--- src/rtl/pcpi_muldiv_pkg.sv ---
// Shared constants and state encoding for the RV32M PCPI responder.
package pcpi_muldiv_pkg;

    localparam logic [6:0] OP_REG    = 7'b0110011;
    localparam logic [6:0] F7_MULDIV = 7'b0000001;

    localparam logic [2:0] F3_MUL    = 3'b000;
    localparam logic [2:0] F3_MULH   = 3'b001;
    localparam logic [2:0] F3_MULHSU = 3'b010;
    localparam logic [2:0] F3_MULHU  = 3'b011;
    localparam logic [2:0] F3_DIV    = 3'b100;
    localparam logic [2:0] F3_DIVU   = 3'b101;
    localparam logic [2:0] F3_REM    = 3'b110;
    localparam logic [2:0] F3_REMU   = 3'b111;

    typedef enum logic [1:0] {
        ST_IDLE = 2'd0,
        ST_MUL  = 2'd1,
        ST_DIV  = 2'd2,
        ST_DONE = 2'd3
    } state_e;

endpackage

--- src/rtl/pcpi_div_unit.sv ---
// Iterative restoring divider, DIV_BITS quotient bits per cycle, with sign fixup.
// A start while busy simply reloads, which is how an aborted divide is discarded.
module pcpi_div_unit
    import pcpi_muldiv_pkg::*;
#(
    parameter int DIV_BITS = 1
) (
    input  logic        clk,
    input  logic        reset,
    input  logic        start,
    input  logic        signed_op,
    input  logic [31:0] dividend,
    input  logic [31:0] divisor,
    output logic        busy,
    output logic        done,
    output logic [31:0] quotient,
    output logic [31:0] remainder
);

    localparam int STEPS = 32 / DIV_BITS;
    localparam int CW    = $clog2(STEPS + 1);

    logic [31:0]   quo_q, rem_q, dsr_q;
    logic [31:0]   quo_d, rem_d;
    logic [CW-1:0] cnt_q;
    logic          busy_q, done_q, quo_neg_q, rem_neg_q;

    logic          a_neg, b_neg;
    logic [31:0]   a_mag, b_mag;

    assign a_neg = signed_op & dividend[31];
    assign b_neg = signed_op & divisor[31];
    assign a_mag = a_neg ? (~dividend + 32'd1) : dividend;
    assign b_mag = b_neg ? (~divisor + 32'd1) : divisor;

    // DIV_BITS restoring steps on the magnitude registers
    always_comb begin
        logic [31:0] r;
        logic [31:0] q;
        logic [32:0] t;
        r = rem_q;
        q = quo_q;
        t = '0;
        for (int i = 0; i < DIV_BITS; i++) begin
            t = {r, q[31]};
            q = {q[30:0], 1'b0};
            if (t >= {1'b0, dsr_q}) begin
                t    = t - {1'b0, dsr_q};
                q[0] = 1'b1;
            end
            r = t[31:0];
        end
        rem_d = r;
        quo_d = q;
    end

    // Operand load on start, then one iteration per cycle until the count runs out
    always_ff @(posedge clk or posedge reset) begin
        if (reset) begin
            quo_q     <= '0;
            rem_q     <= '0;
            dsr_q     <= '0;
            cnt_q     <= '0;
            busy_q    <= 1'b0;
            done_q    <= 1'b0;
            quo_neg_q <= 1'b0;
            rem_neg_q <= 1'b0;
        end else if (start) begin
            quo_q     <= a_mag;
            rem_q     <= '0;
            dsr_q     <= b_mag;
            cnt_q     <= CW'(STEPS);
            busy_q    <= 1'b1;
            done_q    <= 1'b0;
            quo_neg_q <= a_neg ^ b_neg;
            rem_neg_q <= a_neg;
        end else if (busy_q) begin
            quo_q <= quo_d;
            rem_q <= rem_d;
            cnt_q <= cnt_q - CW'(1);
            if (cnt_q == CW'(1)) begin
                busy_q <= 1'b0;
                done_q <= 1'b1;
            end
        end else begin
            done_q <= 1'b0;
        end
    end

    assign busy      = busy_q;
    assign done      = done_q;
    assign quotient  = quo_neg_q ? (~quo_q + 32'd1) : quo_q;
    assign remainder = rem_neg_q ? (~rem_q + 32'd1) : rem_q;

endmodule

--- src/rtl/pcpi_muldiv.sv ---
// RV32M PCPI responder: decode, single-issue multiplier, divide special cases, handshake FSM.
module pcpi_muldiv
    import pcpi_muldiv_pkg::*;
#(
    parameter int ENABLE_DIV = 1,
    parameter int DIV_BITS   = 1
) (
    input  logic        clk,
    input  logic        reset,
    input  logic        pcpi_valid,
    input  logic [31:0] pcpi_insn,
    input  logic [31:0] pcpi_rs1,
    input  logic [31:0] pcpi_rs2,
    output logic        pcpi_wr,
    output logic [31:0] pcpi_rd,
    output logic        pcpi_wait,
    output logic        pcpi_ready
);

    state_e      state_q, state_d;
    logic [2:0]  funct3_q;
    logic [31:0] rs1_q, rs2_q, result_q;

    logic        is_muldiv, is_mul, is_div, accept;
    logic [2:0]  insn_f3;
    logic        unused_bits;

    assign insn_f3   = pcpi_insn[14:12];
    assign is_muldiv = (pcpi_insn[6:0] == OP_REG) && (pcpi_insn[31:25] == F7_MULDIV);
    assign is_mul    = is_muldiv && !insn_f3[2];
    assign is_div    = is_muldiv && insn_f3[2] && (ENABLE_DIV != 0);
    assign accept    = pcpi_valid && (state_q == ST_IDLE) && (is_mul || is_div);

    // Multiplier: 33x33 product with per-op sign extension, evaluated on latched operands
    logic        mul_signed_a, mul_signed_b;
    logic [32:0] a_ext, b_ext;
    logic [65:0] a_wide, b_wide, product;
    logic [31:0] mul_result;

    assign mul_signed_a = (funct3_q == F3_MUL) || (funct3_q == F3_MULH) || (funct3_q == F3_MULHSU);
    assign mul_signed_b = (funct3_q == F3_MUL) || (funct3_q == F3_MULH);
    assign a_ext        = {mul_signed_a & rs1_q[31], rs1_q};
    assign b_ext        = {mul_signed_b & rs2_q[31], rs2_q};
    assign a_wide       = {{33{a_ext[32]}}, a_ext};
    assign b_wide       = {{33{b_ext[32]}}, b_ext};
    assign product      = a_wide * b_wide;
    assign mul_result   = (funct3_q == F3_MUL) ? product[31:0] : product[63:32];

    // Divider: started straight from the bus in the accept cycle so it runs alongside the latch
    logic        div_busy, div_done;
    logic [31:0] div_quo, div_rem, div_result;
    logic        div_is_rem, div_is_signed;

    generate
        if (ENABLE_DIV != 0) begin : g_div
            pcpi_div_unit #(.DIV_BITS(DIV_BITS)) u_div (
                .clk       (clk),
                .reset     (reset),
                .start     (accept && is_div),
                .signed_op ((insn_f3 == F3_DIV) || (insn_f3 == F3_REM)),
                .dividend  (pcpi_rs1),
                .divisor   (pcpi_rs2),
                .busy      (div_busy),
                .done      (div_done),
                .quotient  (div_quo),
                .remainder (div_rem)
            );
        end else begin : g_no_div
            assign div_busy = 1'b0;
            assign div_done = 1'b0;
            assign div_quo  = '0;
            assign div_rem  = '0;
        end
    endgenerate

    assign div_is_rem    = (funct3_q == F3_REM) || (funct3_q == F3_REMU);
    assign div_is_signed = (funct3_q == F3_DIV) || (funct3_q == F3_REM);

    // Special cases override whatever the iterative engine produced
    always_comb begin
        div_result = div_is_rem ? div_rem : div_quo;
        if (rs2_q == 32'd0) begin
            div_result = div_is_rem ? rs1_q : 32'hFFFF_FFFF;
        end else if (div_is_signed && rs1_q == 32'h8000_0000 && rs2_q == 32'hFFFF_FFFF) begin
            div_result = div_is_rem ? 32'd0 : 32'h8000_0000;
        end
    end

    assign unused_bits = ^{pcpi_insn[24:15], pcpi_insn[11:7], product[65:64]};

    // State register
    always_ff @(posedge clk or posedge reset) begin
        if (reset) state_q <= ST_IDLE;
        else       state_q <= state_d;
    end

    // Next state; a dropped pcpi_valid aborts any operation in flight
    always_comb begin
        state_d = state_q;
        case (state_q)
            ST_IDLE: if (accept) state_d = is_div ? ST_DIV : ST_MUL;
            ST_MUL:  state_d = pcpi_valid ? ST_DONE : ST_IDLE;
            ST_DIV: begin
                if (!pcpi_valid)                state_d = ST_IDLE;
                else if (div_done)              state_d = ST_DONE;
                else if (!div_busy)             state_d = ST_IDLE;
            end
            ST_DONE: state_d = ST_IDLE;
            default: state_d = ST_IDLE;
        endcase
    end

    // Outputs; wait is gated by reset so everything reads 0 the moment reset rises
    always_comb begin
        pcpi_ready = (state_q == ST_DONE);
        pcpi_wr    = (state_q == ST_DONE);
        pcpi_rd    = result_q;
        pcpi_wait  = !reset && pcpi_valid &&
                     (((state_q == ST_IDLE) && (is_mul || is_div)) ||
                      (state_q == ST_MUL) || (state_q == ST_DIV));
    end

    // Operand latch on accept and result capture one cycle before DONE
    always_ff @(posedge clk or posedge reset) begin
        if (reset) begin
            funct3_q <= '0;
            rs1_q    <= '0;
            rs2_q    <= '0;
            result_q <= '0;
        end else begin
            if (accept) begin
                funct3_q <= insn_f3;
                rs1_q    <= pcpi_rs1;
                rs2_q    <= pcpi_rs2;
            end
            if (state_q == ST_MUL && pcpi_valid)
                result_q <= mul_result;
            if (state_q == ST_DIV && pcpi_valid && div_done)
                result_q <= div_result;
        end
    end

endmodule

--- config.mk ---
export PLATFORM = sky130hd
export DESIGN_NAME = pcpi_muldiv
export DESIGN_NICKNAME = d
export VERILOG_FILES = /design/src/rtl/pcpi_muldiv_pkg.sv /design/src/rtl/pcpi_div_unit.sv /design/src/rtl/pcpi_muldiv.sv
export SDC_FILE = /design/constraint.sdc
export NUM_CORES = 2
export LEC_CHECK = 0
export BUFFER_PORTS_ARGS = -buffer_cell sky130_fd_sc_hd__buf_4
export CORE_MARGIN = 2
export CORE_UTILIZATION = 67
export DETAILED_ROUTE_END_ITERATION = 16
export HOLD_SLACK_MARGIN = 0.15
export PLACE_DENSITY = 0.85
export SLEW_MARGIN = 15
export SYNTH_ARGS = -nofsm -noshare
export SYNTH_HDL_FRONTEND = slang
export SYNTH_SLANG_ARGS = --single-unit
--- constraint.sdc ---
create_clock -name clk -period 11.8 [get_ports clk]
set_clock_uncertainty 0.1 [all_clocks]
set_input_delay 2.36 -clock clk [delete_from_list [all_inputs] [get_ports clk]]
set_output_delay 2.36 -clock clk [all_outputs]
set_load 0.01 [all_outputs]
# Word level (Yosys, flattened, before mapping)
# Cells that the tools add are included.
dict set report totals {
  romBits 0
  word_cells 111
  inputBits 99
  ram_bits 0
  register_bits 207
  memories 0
  output_inout_bits 35
  latch_bits 0
}
dict set report classes {
  reduce_logical 30
  n_bitwise 9
  n_eq_ne 18
  muxes 33
  div 0
  addsub 6
  shifts 0
  multipliers 1
  n_lt_le_gt_ge 1
}
# op n
set ops {}
lappend ops {{32-bit 2-to-1 mux} 17}
lappend ops {{32-bit by 1-bit adder with 32-bit output, second input constant} 4}
lappend ops {{32-bit inverter} 4}
lappend ops {{32-bit equality test, second input constant} 2}
lappend ops {{33-bit by 33-bit multiplier with 64-bit output} 1}
lappend ops {{33-bit by 32-bit >= comparator with 1-bit output} 1}
lappend ops {{32-bit zero test} 1}
lappend ops {{32-bit subtractor} 1}
lappend ops {{3-bit equality test, second input constant} 5}
lappend ops {{1-bit logical AND} 14}
lappend ops {{2-bit 2-to-1 mux} 6}
lappend ops {{6-bit 2-to-1 mux} 2}
lappend ops {{1-bit logical OR} 8}
lappend ops {{2-bit case mux with 4 select lines} 1}
lappend ops {{7-bit by 1-bit equality test with 1-bit output, second input constant} 1}
lappend ops {{7-bit by 6-bit equality test with 1-bit output, second input constant} 1}
lappend ops {{1-bit 2-to-1 mux} 7}
lappend ops {{6-bit by 1-bit equality test with 1-bit output, second input constant} 1}
lappend ops {{6-bit by 1-bit subtractor with 6-bit output, second input constant} 1}
lappend ops {{1-bit AND} 4}
lappend ops {{2-bit equality test, second input constant} 2}
lappend ops {{4-bit != test, second input constant} 1}
lappend ops {{2-bit nonzero test} 2}
lappend ops {{3-bit by 1-bit equality test with 1-bit output, second input constant} 1}
lappend ops {{other kinds (9)} 10}

# Depth between registers and ports, before layout
dict set report logic_depth {
  depth_word 8
  mapped_depth 31
  mapped_depth_nobuf 29
}

# Cells and area by module
# From an unflattened synthesis, not the netlist that was laid out.
dict set report unflattened {
  hier_cells 5947
  hier_area_um2 52365.2
}
# module area_per_inst_um2 instances seq_area_each_um2 cells_per_inst
set by_module_without_submodules {}
lappend by_module_without_submodules {pcpi_muldiv 43365.3 1 2527.4 4817}
lappend by_module_without_submodules {pcpi_div_unit 8999.9 1 2652.5 1130}

# Worst setup path before layout
# OpenSTA, ideal clock, no wires.
dict set report synth_path {
  path_kind {register to register}
  start {register funct3_q[1]}
  end {register result_q[28], in the netlist pcpi_rd[28]}
  path_buffers 4
  period_less_slack_ps 8666
  stages_incl_launch_ff 29
  arrival_time_ps 8484
  path_slack_ps 3134
  cell_sequence {dfrtp_1 > clkbuf_1 > a211oi_1 > clkbuf_1 > clkbuf_1 > nand2_1 > fa_1 > fa_1 > inv_1 > fa_1 > inv_1 > fa_1 > inv_1 > fa_1 > fa_1 > fa_1 > inv_1 > fa_1 > inv_1 > ha_1 > clkbuf_1 > nand4_1 > or2_2 > o22ai_1 > nor3_1 > a21oi_1 > a211oi_1 > a311o_1 > a31oi_1}
}
dict set report synth_between {
  elab_chain_cells 8
  word_cells_on_any_way 22
  classes_between {mul: 1; eq/ne: 5; mux: 7; bitwise: 2; reduce/logical: 7}
}
# element line_no
set synth_rtl {}
lappend synth_rtl {{from (decl)} pcpi_muldiv.sv:21} ;# logic [2:0] funct3_q;
lappend synth_rtl {{from (signal assigned)} pcpi_muldiv.sv:132} ;# funct3_q <= insn_f3;
lappend synth_rtl {{3-bit by 1-bit equality test with 1-bit output or 3-bit zero test (tied branches)} {pcpi_muldiv.sv:40, pcpi_muldiv.sv:41, pcpi_muldiv.sv:47}}
lappend synth_rtl {{1-bit logical OR} {pcpi_muldiv.sv:40, pcpi_muldiv.sv:41}}
lappend synth_rtl {{1-bit logical OR} pcpi_muldiv.sv:40} ;# assign mul_signed_a = (funct3_q == F3_MUL) || (funct3_q == F3_MULH) || (funct3_q == F3_MULHSU);
lappend synth_rtl {{1-bit AND} pcpi_muldiv.sv:42} ;# assign a_ext = {mul_signed_a & rs1_q[31], rs1_q};
lappend synth_rtl {{33-bit by 33-bit multiplier with 64-bit output} pcpi_muldiv.sv:46} ;# assign product = a_wide * b_wide;
lappend synth_rtl {{32-bit 2-to-1 mux} pcpi_muldiv.sv:47} ;# assign mul_result = (funct3_q == F3_MUL) ? product[31:0] : product[63:32];
lappend synth_rtl {{32-bit 2-to-1 mux} pcpi_muldiv.sv:136} ;# if (state_q == ST_MUL && pcpi_valid)
lappend synth_rtl {{32-bit 2-to-1 mux *} pcpi_muldiv.sv:138} ;# if (state_q == ST_DIV && pcpi_valid && div_done)
lappend synth_rtl {{to (signal assigned)} pcpi_muldiv.sv:137} ;# result_q <= mul_result;
lappend synth_rtl {{to (signal assigned)} pcpi_muldiv.sv:139} ;# result_q <= div_result;
lappend synth_rtl {{to (decl)} pcpi_muldiv.sv:22} ;# logic [31:0] rs1_q, rs2_q, result_q;
# Every way passes the cells marked *; elsewhere a longest branch is shown, timed or not. The select of a mux whose other input is x is not followed.
# A chain may end at the register's enable or synchronous reset.

# Worst setup path after layout
dict set report layout_path {
  start {register funct3_q[2]}
  end {register result_q[26], in the netlist pcpi_rd[26]}
}
# Same word-level chain as after synthesis.

==> metrics.md <==
| Metric | Value |
|---|---|
| Chip height | 283 um |
| Seq/Total Area, Yosys | 9.94% |
| I/O Buffers | about 120 |
| Vias in the first global route | between 40,000 and 50,000 |
| Area Overhead vs Synth | 4.08% |
| Max IR drop VDD | 0.133 mV |
| Via count | 41,965 |
| Critical Setup Path Class | reg -> reg |
| Max Cap Viol | 0 |
| Final period util | 85.3% |
| FF+latch count, synth | 207 |
| GRT Total Usage | 38.6% |
| Met3 routed WL | 16.8 mm |
| Power Dens Cells | about 60 nW/um^2 |
| P_leak | 25.6 nW |
| Num ports | about 130 |
| Hold wc startpoint | g_div.u_div.dsr_q[24] |
| TritonRoute pass-1 iters | 8 |
| Setup bufs post-CTS | 0 |
| Clock latency on the worst-skew pair | 0.53 ns |
| Async SR Flop Fraction | 100% |
| Clk pin slew, worst setup/hold paths | 0.07 ns |
| Share of the synthesized area in the top cell type | 43.3% |
| DR DRC count | 0 |
| Layout cells sized above 1 | under 10% |
| Status | completed |
| Dpl hpwl | approximately 110 mm |
| Routed len/inst | 21.8 um |
| Ys Warns | 0 |
| Final setup TNS | 0 ns |
| First-pass GRT wire length | 238 mm |
| Final Wtd Congestion | 0.969 |
| FMAX | 99.4 MHz |
| Hold depth | 2 |
| Worst hold endpoint | g_div.u_div.dsr_q[24] |
| Yosys top cell by area | fa_1 |
| CTS HTree Levels | 1 |
| Hold Crit Class | reg -> reg |
| Commonest cells post-synth | inv_1, fa_1, nand2_1 |
| Area of the multi-input gates | 40,900 sq um |
| Final Critical Period | 10.06 ns |
| Core area | 77,200 sq um |
| Critical path data arrival time | 10.34 ns |
| TritonCTS Sinks | 207 |
| Top_reg_cell synth | dfrtp_1 |
| CP Max Fanout | 26 |
| Die area | 80,000 sq um |
| WL met2 | ~70 mm |
| Clock buffer depth | 3 |
| ANT nets after route | 0 |
| FILL cells | just under 6,000 |
| Hold Vio Cnt, Final | 0 |
| Fin. max-slew vios | 0 |
| Transition time of the tightest slew-check pin | 1.22 ns |
| Reg-to-Reg Start | funct3_q[2] |
| Syn Nets | between 7,000 and 8,000 |
| Max layer used | met5 |
| Register area | 5190 sq um |
| Net count, final | approximately 7,200 |
| Initial antenna violation count | 8 |
| Starting Density | 67.5% |
| Post-synth cell types | just over 80 |
| CP required | 12.08 ns |
| CP Launch Type | register |
| Syn Inst Count | between 5,000 and 6,000 |
| Gates resized, CTS repair | 0 |
| TritonCTS Buffers | 21 |
| Die X | about 280 um |
| Top cells by area, synth | fa_1, dfrtp_1, inv_1 |
| Post-synthesis average cell area | about 9 sq um |
| Worst r2r path cells | 26 |
| Final setup viols | 0 |
| Number of DRC markers in iteration 0 | between 4,000 and 5,000 |
| Routed WL | 149 mm |
| Cell row count | 102 |
| RSZ-0062 raised after global routing | no |
| Largest net degree at the start of global routing | around 130 |
| Vias per cell | 6.15 |
| CTS tree | built |
| Post-synth EDFFs | 0 |
| Mapped Area | 52,100 sq um |
| R2R Setup Slk | roughly 1.7 ns |
| Most common cell in the netlist | inv_1 |
| Root buffer selected by CTS | clkbuf_16 |
| Critical Path End Type | register |
| Slew HR | 18.4% |
| RR Endpoint | pcpi_rd[26] |
| Final Util | 70.2% |
| Hold_buf cts | 0 |
| Grt ovf | 0 |
| Wire length on met1 | 51.9 mm |
cell usage in the layout, fill, tap and decap left out, drive strengths merged, types with 60 or more instances in the layout:
| cell | n |
|---|---|
| a21oi | 178 |
| and2 | 322 |
| buf | 200 |
| dfrtp | 207 |
| fa | 1126 |
| ha | 250 |
| inv | 1229 |
| mux2 | 60 |
| nand2 | 998 |
| nor2 | 154 |
| o21ai | 211 |
| xnor2 | 117 |
| xor2 | 95 |
registers in the layout, indices dropped and copies added, names as in the netlist:
name	count
funct3_q	3
state_q	2
g_div.u_div.quo_neg_q	1
rs1_q	32
g_div.u_div.rem_neg_q	1
g_div.u_div.busy	1
pcpi_rd	32
g_div.u_div.done	1
g_div.u_div.rem_q	32
rs2_q	32
g_div.u_div.dsr_q	32
g_div.u_div.cnt_q	6
g_div.u_div.quo_q	32
worst max-delay path, cell delays in order (launching register included):
cell and delay (ns):
dfrtp_1 0.52, a211oi_4 0.47, buf_4 0.44, nand2_1 0.12, fa_1 0.50, fa_1 0.51, inv_1 0.07, fa_1 0.81
inv_1 0.29, fa_1 0.69, inv_1 0.51, fa_1 0.54, fa_1 0.51, fa_1 0.50, inv_1 0.05, fa_1 0.48
inv_1 0.04, ha_1 0.44, nand4_1 0.21, or2_2 0.36, o22ai_1 0.29, nor3_1 0.11, a21oi_1 0.51, a211oi_1 0.26
xnor2_1 0.20, a21oi_1 0.26, o22ai_1 0.11
cells by family (layout without fill, tap and decap cells):
group                      Yosys count  count (layout)  synth area share (%)
and+or+nand+nor                   1732            1732                  15.3
buffers and inverters             1601            1465                  11.6
adders and majority gates         1376            1376                  49.3
AOI/OAI and AO/OA                  696             696                  8.41
xor gates and xnor gates           212             212                  3.56
DFF                                207             207                  9.94
muxes                               93              93                  1.93
other                                0               4                     0
metrics by stage:
stage               hold WS [ns]  power (mW)  cells  setup WS, ns  instance area (sq um)
floorplan                  0.350        1.99   5917          3.13                  52100
global placement           0.364        2.41   6784          2.12                  53500
detailed placement         0.371        2.45   6784          1.96                  53500
CTS                        0.385        3.11   6820          1.92                  54200
global route               0.424        3.33   6821          1.34                  54200
finish                     0.378        3.17   6825          1.74                  54200
power breakdown:
part	switching (mW)	total, mW	internal, mW
sequential	0.352	1.25	0.898
clock	0.294	0.663	0.369
combinational	0.691	1.26	0.565
total	1.34	3.17	1.83
per-layer routing:
metal	up-vias	GRT usage [%]
li1	17620	-
met1	21026	48.1
met2	2616	62.5
met3	697	8.78
met4	6	22.0
met5	-	0
layout make-up:
| type | instances | area share, % |
|---|---|---|
| antenna | 4 | 0.0185 |
| clock inverter | 6 | 0.108 |
| inverter | 1229 | 8.52 |
| clock buffer | 30 | 1.09 |
| multi-input combinational | 4109 | 75.5 |
| timing repair buffer | 200 | 2.81 |
| tap | 1040 | 2.40 |
| sequential | 207 | 9.57 |
worst max path at each step:
stage / start / slack [ns] / end
6_report: funct3_q[2] / 1.74 / pcpi_rd[26]
5_1_grt: funct3_q[2] / 1.34 / pcpi_rd[26]
4_1_cts: funct3_q[2] / 1.92 / pcpi_rd[26]
3_5_place_dp: funct3_q[2] / 1.96 / pcpi_rd[26]
3_3_place_gp: funct3_q[2] / 2.12 / pcpi_rd[26]
2_1_floorplan: funct3_q[1] / 3.13 / pcpi_rd[28]
Power figures use the tool's default switching activity.
